### src/rtl/setn_pulse_sequencer_pkg.sv
// -----------------------------------------------------------------------------
// setn_pulse_sequencer_pkg
//   Shared types and constants for the SETN pulse sequencer and its
//   cycle down-counter.
//   Contents:
//     state_t     - sequencer state (IDLE / ASSERT / RELEASE), IDLE = 0
//     CNT_W       - width of the shared cycle counter
//     PULSE_MAX   - largest legal SETN low width, in clock cycles
//     RECOV_MAX   - largest legal recovery margin, in clock cycles
//     cyc_to_cnt  - converts a cycle count into the counter reload value
// -----------------------------------------------------------------------------
package setn_pulse_sequencer_pkg;

   localparam int CNT_W     = 4;
   localparam int PULSE_MAX = 15;
   localparam int RECOV_MAX = 15;

   typedef enum logic [1:0] {
      IDLE    = 2'd0,
      ASSERT  = 2'd1,
      RELEASE = 2'd2
   } state_t;

   // A phase of N cycles reloads the counter with N-1: the phase ends on the
   // edge that sees the counter at zero.
   function automatic logic [CNT_W-1:0] cyc_to_cnt(input int cyc);
      return CNT_W'(cyc - 1);
   endfunction

endpackage

### src/rtl/setn_pulse_sequencer_cyc_down_counter.sv
// -----------------------------------------------------------------------------
// setn_pulse_sequencer_cyc_down_counter
//   Reloadable, non-wrapping cycle down-counter shared by the ASSERT and
//   RELEASE phases of the sequencer.
//   Ports:
//     i_clk      - clock, rising edge
//     i_rst      - synchronous reset, active high (counter -> 0)
//     i_load     - load i_load_val on the next edge (wins over i_dec)
//     i_load_val - reload value
//     i_dec      - decrement on the next edge; holds at zero
//     o_zero     - counter currently equals zero
// -----------------------------------------------------------------------------
module setn_pulse_sequencer_cyc_down_counter
   import setn_pulse_sequencer_pkg::*;
(
   input  logic             i_clk,
   input  logic             i_rst,
   input  logic             i_load,
   input  logic [CNT_W-1:0] i_load_val,
   input  logic             i_dec,
   output logic             o_zero
);

   logic [CNT_W-1:0] r_cnt;

   // NOTE: clocked state uses non-blocking (<=) so every flop samples the
   // values from before the edge, independent of statement order.
   always_ff @(posedge i_clk) begin
      if (i_rst) begin
         r_cnt <= '0;
      end else if (i_load) begin
         r_cnt <= i_load_val;
      end else if (i_dec && (r_cnt != '0)) begin
         r_cnt <= r_cnt - CNT_W'(1);
      end
   end

   assign o_zero = (r_cnt == '0);

endmodule

### src/rtl/setn_pulse_sequencer.sv
// -----------------------------------------------------------------------------
// setn_pulse_sequencer
//   Synchronous initiator for the active-low asynchronous-set pin of a bank
//   of set-type flops. On request it drives a SETN low pulse of PULSE_CYC
//   cycles, holds the bank clock enable low for a further RECOV_CYC cycles,
//   then signals completion. The bank's Q outputs are checked at the end of
//   the pulse; a bank that did not reach all-ones raises a sticky error.
//   Parameters:
//     WIDTH     - flops in the driven bank (>= 1)
//     PULSE_CYC - SETN low width in cycles (1..15)
//     RECOV_CYC - cycles from SETN release to clock enable return (1..15)
//   Ports:
//     i_clk     - clock, rising edge
//     i_rst     - synchronous reset, active high; aborts any sequence
//     i_req     - set request, level-sampled, accepted only in IDLE
//     i_err_clr - clears the sticky error on the next edge
//     i_q_fb    - Q outputs of the driven bank
//     o_setn    - active-low set to the bank (registered)
//     o_clk_en  - bank clock enable, low during a sequence (registered)
//     o_busy    - sequence in progress (registered)
//     o_done    - one-cycle completion pulse (registered)
//     o_err     - sticky: bank was not all-ones at the end of the pulse
// -----------------------------------------------------------------------------
module setn_pulse_sequencer
   import setn_pulse_sequencer_pkg::*;
#(
   parameter int WIDTH     = 8,
   parameter int PULSE_CYC = 2,
   parameter int RECOV_CYC = 1
) (
   input  logic             i_clk,
   input  logic             i_rst,
   input  logic             i_req,
   input  logic             i_err_clr,
   input  logic [WIDTH-1:0] i_q_fb,
   output logic             o_setn,
   output logic             o_clk_en,
   output logic             o_busy,
   output logic             o_done,
   output logic             o_err
);

   // ---------------------------------------------------------------------
   // Elaboration-time parameter checks
   // ---------------------------------------------------------------------
   if (WIDTH < 1) begin : g_bad_width
      $error("setn_pulse_sequencer: WIDTH must be >= 1");
   end
   if ((PULSE_CYC < 1) || (PULSE_CYC > PULSE_MAX)) begin : g_bad_pulse
      $error("setn_pulse_sequencer: PULSE_CYC must be in 1..%0d", PULSE_MAX);
   end
   if ((RECOV_CYC < 1) || (RECOV_CYC > RECOV_MAX)) begin : g_bad_recov
      $error("setn_pulse_sequencer: RECOV_CYC must be in 1..%0d", RECOV_MAX);
   end

   localparam logic [CNT_W-1:0] PULSE_LOAD = cyc_to_cnt(PULSE_CYC);
   localparam logic [CNT_W-1:0] RECOV_LOAD = cyc_to_cnt(RECOV_CYC);

   // ---------------------------------------------------------------------
   // Declarations
   // ---------------------------------------------------------------------
   state_t           r_state;
   state_t           w_state_nxt;

   logic             w_cnt_load;
   logic [CNT_W-1:0] w_cnt_load_val;
   logic             w_cnt_dec;
   logic             w_cnt_zero;

   logic             w_setn_d;
   logic             w_clk_en_d;
   logic             w_busy_d;
   logic             w_done_d;
   logic             w_err_set;

   logic             r_setn;
   logic             r_clk_en;
   logic             r_busy;
   logic             r_done;
   logic             r_err;

   // ---------------------------------------------------------------------
   // Shared phase counter
   // ---------------------------------------------------------------------
   setn_pulse_sequencer_cyc_down_counter u_cyc_down_counter (
      .i_clk      (i_clk),
      .i_rst      (i_rst),
      .i_load     (w_cnt_load),
      .i_load_val (w_cnt_load_val),
      .i_dec      (w_cnt_dec),
      .o_zero     (w_cnt_zero)
   );

   // ---------------------------------------------------------------------
   // FSM: state register (outputs are registered alongside the state so
   // SETN and friends come straight from flops and cannot glitch)
   // ---------------------------------------------------------------------
   always_ff @(posedge i_clk) begin
      if (i_rst) begin
         r_state  <= IDLE;
         r_setn   <= 1'b1;
         r_clk_en <= 1'b1;
         r_busy   <= 1'b0;
         r_done   <= 1'b0;
      end else begin
         r_state  <= w_state_nxt;
         r_setn   <= w_setn_d;
         r_clk_en <= w_clk_en_d;
         r_busy   <= w_busy_d;
         r_done   <= w_done_d;
      end
   end

   // ---------------------------------------------------------------------
   // FSM: next-state and counter control
   // ---------------------------------------------------------------------
   always_comb begin
      // NOTE: every signal assigned here gets a default first, so no path
      // through the case can leave it unassigned and infer a latch.
      w_state_nxt    = r_state;
      w_cnt_load     = 1'b0;
      w_cnt_load_val = PULSE_LOAD;
      w_cnt_dec      = 1'b0;

      case (r_state)
         IDLE: begin
            if (i_req) begin
               w_state_nxt    = ASSERT;
               w_cnt_load     = 1'b1;
               w_cnt_load_val = PULSE_LOAD;
            end
         end
         ASSERT: begin
            w_cnt_dec = 1'b1;
            if (w_cnt_zero) begin
               w_state_nxt    = RELEASE;
               w_cnt_load     = 1'b1;
               w_cnt_load_val = RECOV_LOAD;
            end
         end
         RELEASE: begin
            w_cnt_dec = 1'b1;
            if (w_cnt_zero) begin
               w_state_nxt = IDLE;
            end
         end
         default: begin
            w_state_nxt = IDLE;
         end
      endcase
   end

   // ---------------------------------------------------------------------
   // FSM: output decode. Values are computed from the state being entered
   // so the registered outputs change on the same edge as the state.
   // ---------------------------------------------------------------------
   always_comb begin
      w_setn_d   = (w_state_nxt != ASSERT);
      w_clk_en_d = (w_state_nxt == IDLE);
      w_busy_d   = (w_state_nxt != IDLE);
      w_done_d   = (r_state == RELEASE) && (w_state_nxt == IDLE);
   end

   // ---------------------------------------------------------------------
   // Sticky error: the bank is checked on the last edge of the pulse.
   // A detection on the same edge as a clear wins.
   // ---------------------------------------------------------------------
   assign w_err_set = (r_state == ASSERT) && w_cnt_zero && (i_q_fb != '1);

   always_ff @(posedge i_clk) begin
      if (i_rst) begin
         r_err <= 1'b0;
      end else if (w_err_set) begin
         r_err <= 1'b1;
      end else if (i_err_clr) begin
         r_err <= 1'b0;
      end
   end

   assign o_setn   = r_setn;
   assign o_clk_en = r_clk_en;
   assign o_busy   = r_busy;
   assign o_done   = r_done;
   assign o_err    = r_err;

endmodule

### config.mk
export PLATFORM = sky130hd
export DESIGN_NAME = setn_pulse_sequencer
export DESIGN_NICKNAME = d
export VERILOG_FILES = /design/src/rtl/setn_pulse_sequencer_pkg.sv /design/src/rtl/setn_pulse_sequencer_cyc_down_counter.sv /design/src/rtl/setn_pulse_sequencer.sv
export SDC_FILE = /design/constraint.sdc
export NUM_CORES = 1
export LEC_CHECK = 0
export CAP_MARGIN = 15
export CORE_MARGIN = 2
export CORE_UTILIZATION = 40
export CTS_BUF_LIST = sky130_fd_sc_hd__clkbuf_2 sky130_fd_sc_hd__clkbuf_4 sky130_fd_sc_hd__clkbuf_8
export DETAILED_ROUTE_END_ITERATION = 12
export MAX_ROUTING_LAYER = met4
export PLACE_DENSITY = 0.67
export SYNTH_ARGS = -nofsm -noshare
export SYNTH_HDL_FRONTEND = slang
export SYNTH_SLANG_ARGS = --single-unit
### constraint.sdc
create_clock -name i_clk -period 2 [get_ports i_clk]
set_clock_uncertainty 0.1 [all_clocks]
set_input_delay 0.6 -clock i_clk [delete_from_list [all_inputs] [get_ports i_clk]]
set_output_delay 0.6 -clock i_clk [all_outputs]
set_load 0.01 [all_outputs]
# Word-level counts from Yosys, hierarchy flattened
# Index checks and enable logic that the tools add are counted.
[totals]
register_bits = 11
in_bits = 12
out_inout_bits = 5
[op_classes]
n_addsub = 1
n_eq_ne = 4
muxes = 14
n_reduce_logical = 12
[ops]
columns = ["operator", "n"]
rows = [
  ["$mux W4", 2],
  ["$ne A8 B8 Y1 const B", 1],
  ["$mux W1", 7],
  ["$mux W2", 3],
  ["$pmux W2 S3", 1],
  ["$reduce_bool A2 Y1", 3],
  ["$logic_and A1 B1 Y1", 4],
  ["$logic_not A2 Y1", 2],
  ["$logic_not A4 Y1", 1],
  ["$reduce_bool A4 Y1", 1],
  ["$sub A4 B1 Y4 const B", 1],
  ["$eq A2 B1 Y1 const B", 1],
  ["$eq A2 B2 Y1 const B", 1],
  ["$ne A2 B1 Y1 const B", 1],
  ["$pmux W1 S2", 1],
  ["$reduce_or A2 Y1", 1],
]

# Logic depth before layout (Yosys ltp)
[depth]
ltp_word = 6
mapped_depth = 6
mapped_depth_nobuf = 6

# Hierarchy
# Synthesis repeated with hierarchy kept, for this count alone.
[unflattened]
hier_cells = 67
area_unflattened_um2 = 668.1
[modules_own_cells]
columns = ["module", "instances", "cells_per_inst", "area_per_inst_um2", "seq_area_each_um2"]
rows = [
  ["setn_pulse_sequencer", 1, 38, 405.4, 140.1],
  ["setn_pulse_sequencer_cyc_down_counter", 1, 29, 262.8, 80.1],
]

# Least setup slack after synthesis
# OpenSTA, ideal clock, no wires.
[synth_timing]
path_kind = "reg2reg"
startpoint = "register r_state[1]"
endpoint = "register u_cyc_down_counter.r_cnt[3]"
setup_time_ps = 64
t_arrival_ps = 1430
required_time_ps = 1836
slack_ps = 407
stages_incl_launch_ff = 7
n_path_buf = 0
period_less_slack_ps = 1593
cell_sequence = "dfxtp_1 > inv_1 > ha_1 > or4b_1 > nor3_1 > a21oi_1 > nor2_1"
[synth_between]
elab_chain_cells = 5
[synth_lines]
columns = ["element", "line", "text"]
rows = [
  ["start, declared", "setn_pulse_sequencer.sv:62", "state_t r_state;"],
  ["start signal, assigned", "setn_pulse_sequencer.sv:106", "r_state <= w_state_nxt;"],
  ["$eq A2 B2 Y1 / $eq A2 B1 Y1 (equally long branches)", "setn_pulse_sequencer.sv:125", "case (r_state)"],
  ["$reduce_or A2 Y1 (no line)", "-", ""],
  ["$mux W1", "setn_pulse_sequencer.sv:125", ""],
  ["$logic_and A1 B1 Y1", "setn_pulse_sequencer_cyc_down_counter.sv:33", "end else if (i_dec && (r_cnt != '0)) begin"],
  ["$reduce_bool A2 Y1 (no line)", "-", ""],
  ["end signal, assigned", "setn_pulse_sequencer_cyc_down_counter.sv:32", "r_cnt <= i_load_val;"],
  ["end signal, assigned", "setn_pulse_sequencer_cyc_down_counter.sv:34", "r_cnt <= r_cnt - CNT_W'(1);"],
  ["end, declared", "setn_pulse_sequencer_cyc_down_counter.sv:24", "logic [CNT_W-1:0] r_cnt;"],
]
# Parallel ways exist; a longest one is shown, timed or not.
# A chain may end at the register's enable or synchronous reset.

# Worst setup path in the final report
[layout_timing]
startpoint = "register r_err, in the netlist o_err"
endpoint = "output o_err"
[layout_lines]
columns = ["element", "line", "text"]
rows = [
  ["start, declared", "setn_pulse_sequencer.sv:80", "logic r_err;"],
  ["start signal, assigned", "setn_pulse_sequencer.sv:172", "r_err <= 1'b0;"],
  ["start signal, assigned", "setn_pulse_sequencer.sv:174", "r_err <= 1'b1;"],
  ["start signal, assigned", "setn_pulse_sequencer.sv:176", "r_err <= 1'b0;"],
  ["end, declared", "setn_pulse_sequencer.sv:40", "output logic o_err"],
]
# No word-level cell between the ends.

==> summary.txt <==
Synth
  • Simple-Gate Fraction of Synth Area: 22.4%
  • Asr flop ratio synth: 0%
  • Post-synthesis sequential area ratio: 39.8%
  • Net Count, Synth: 75
  • #FFs+latches synth: 11
  • Multiplexer share of the synthesized area: 0%
  • Post-synth EDFFs: 0
  • Mean Syn Cell Area: 9.54 um2
  • Adder-cell share of the synthesized area: 11.3%
  • Warnings from Yosys: 0
  • Post-synthesis cell area: 553 um2
  • Largest family of logic cells by synthesized area: simple AND/OR/NAND/NOR gates
  • Cells after synthesis: 58
  • Xor-xnor portion of the synthesized cell area: 1.58%
  • Synth unique cells: 25
  • Main synth FF type: dfxtp_1
  • Complex-gate fraction of the synthesized area: 20.8%

Critical path
  • Flop2flop setup slack: 0.27 ns
  • Crit path DAT: 1.12 ns
  • CP startpoint kind: flop
  • Critical path cell sequence: clkdlybuf4s50_1
  • CP max-delay cell: clkdlybuf4s50_1
  • Buffers and inverters on the worst path: 1
  • Max incr delay on CP: 0.53 ns
  • CP max FO: 2
  • Setup CP Type: reg2out
  • CP Data Required Time: 1.30 ns
  • CP top delay family: buffers and inverters
  • CP Capture Type: output port

Job
  • Max-cap viol count: 0

Place
  • RePlAce Congestion: 0.731
  • PortBufs: 16
  • Placed Instances: 89
  • Place WS: 0.124 ns
  • Hpwl dp: 871 um

Power and ir drop
  • PwrDens: 843 mW/mm2
  • Max rail drop VDD: 532 uV
  • Comb pwr share: 33.6%
  • Sw power: 187 uW
  • P_leak: 0.000293 uW
  • Int Pwr: 455 uW
  • Clock power frac: 25.0%
  • Total power: 642 uW
  • Seq pwr share: 41.4%
  • Switching share of power: 29.1%

Cells and area
  • Sequential Area: 220 um2
  • Layout net count: 96
  • Layout cells sized above 1: 12.8%
  • Final Util: 58.6%
  • Non-Filler Instances: 93
  • Area delta synth->final: 37.8%
  • Fill cells: 130
  • Multi-input gate area: 310 um2
  • # diodes: 0

Route
  • Vias per cell: 5.18
  • Routed Antenna Nets: 0
  • DRC violations left: 0
  • Final wirelength: 1.06 mm
  • Drt pass-1 iters: 3
  • DR WL/cell: 11.4 um
  • DRT iter0 DRCs: 8
  • DR vias: 482

Timing
  • Rel. slew slack: 70.9%
  • F_max: 0.551 GHz
  • Fin crit period: 1.82 ns
  • Period utilisation layout: 90.8%
  • Hold Fails Final Rpt: 0
  • Unrepaired setup endpoints after global routing: false
  • Final setup margin: 0.184 ns
  • Tightest Pin Transition: 0.431 ns
  • Final number of max-transition violations: 0
  • Final setup viols: 0
  • TNS Setup: 0 ns

Floorplanning
  • Die Span Y: 41.2 um
  • I/O pin total: 17
  • Core box area: 0.00130 mm2
  • Die outline area: 0.00170 mm2
  • Initial Utilization: 42.5%
  • Die Span X: 41.2 um
  • Row Count: 13

Clock network
  • CTS sink cnt: 11
  • Postcts setup bufs: 0
  • Worst-path clk slew: 0.06 ns
  • Root Buffer: clkbuf_4
  • CTS Buffer Depth: 2
  • Hold buffer count at CTS: 0
  • TritonCTS clock tree: yes
  • Cts bufs inserted: 3
  • Cts repair resizes: 0
  • Clock Latency Late Sink: 0.26 ns
  • H-tree levels: 1

Global routing
  • Vias in the first global route: 441
  • Largest net degree at the start of global routing: 7
  • GRT Overall Usage: 16.9%
  • Global route overflow: 0
  • First-pass GRT wire length: 1.77 mm
  • Initial antenna violation count: 0

Status
  • Status: completed

Min path
  • Hold crit path type: reg2reg
metal layers:
layer / GRT usage, % / part of all wire [%] / vias up
li1: - / - / 243
met1: 15.7 / 40 / 229
met2: 29.7 / 53 / 6
met3: 9.24 / 5.0 / 4
met4: 4.84 / 1.6 / 0
met5: - / 0 / -
stage by stage:
stage | cell area (um2) | hold slack [ns]
final | 762 | 0.370
after global routing | 762 | 0.405
after CTS | 762 | 0.379
after detailed placement | 732 | 0.368
after global placement | 732 | 0.364
after floorplan | 553 | 0.383
area by class of cell:
class / count / share of cell area, %
Inverter: 6 / 2.96
Sequential cell: 11 / 28.9
Timing Repair Buffer: 16 / 21.0
Multi-Input combinational cell: 41 / 40.7
Tap cell: 15 / 2.46
Clock buffer: 4 / 3.94
cells in the final DEF (no fill, tap or decap), types with 2 or more instances in the layout:
cell type	instances
a21oi_1	4
clkbuf_4	4
clkdlybuf4s50_1	16
dfxtp_1	11
ha_1	5
inv_1	6
nand2_1	4
nand2b_1	2
nand4_1	2
nor2_1	3
o21ai_0	5
power groups by stage:
| stage | Clock [uW] | Sequential [uW] | Combinational [uW] |
|---|---|---|---|
| 6_report | 161 | 266 | 216 |
| 5_1_grt | 179 | 270 | 241 |
| 4_1_cts | 168 | 266 | 221 |
| 3_5_place_dp | 0 | 271 | 219 |
| 3_3_place_gp | 0 | 270 | 216 |
| 2_1_floorplan | 0 | 276 | 132 |
Yosys cell counts (2+ instances only):
| cell | count | area share (%) |
|---|---|---|
| inv_1 | 6 | 4.1 |
| nand4_1 | 2 | 2.3 |
| nand2b_1 | 2 | 2.3 |
| o21ai_0 | 5 | 4.5 |
| nand2_1 | 4 | 2.7 |
| nor2_1 | 3 | 2.0 |
| ha_1 | 5 | 11 |
| a21oi_1 | 4 | 3.6 |
| dfxtp_1 | 11 | 40 |
registers in the layout, indices dropped and copies added (netlist names):
signal and cells:
o_done 1, o_err 1, u_cyc_down_counter.r_cnt 4, o_clk_en 1, o_busy 1, o_setn 1
r_state 2
kinds of logic (layout without fill, tap and decap cells):
| family | Yosys count | after routing |
|---|---|---|
| AO/OA/AOI/OAI | 16 | 16 |
| buffers and inverters | 6 | 26 |
| AND/OR/NAND/NOR | 19 | 19 |
| flip-flops | 11 | 11 |
| adder cells (fa/ha/maj) | 5 | 5 |
| XOR/XNOR | 1 | 1 |
final timing paths:
| check | from | end | depth (start not counted) |
|---|---|---|---|
| hold / removal | o_err$_SDFFE_PP0P_ | o_err$_SDFFE_PP0P_ | 2 |
| hold reg to reg | o_err$_SDFFE_PP0P_ | o_err$_SDFFE_PP0P_ | 2 |
| setup reg to reg | r_state[0]$_SDFF_PP0_ | u_cyc_down_counter.r_cnt[3]$_SDFFE_PP0P_ | 6 |
| setup / recovery | o_err$_SDFFE_PP0P_ | o_err | 1 |
Power figures use the tool's default switching activity.
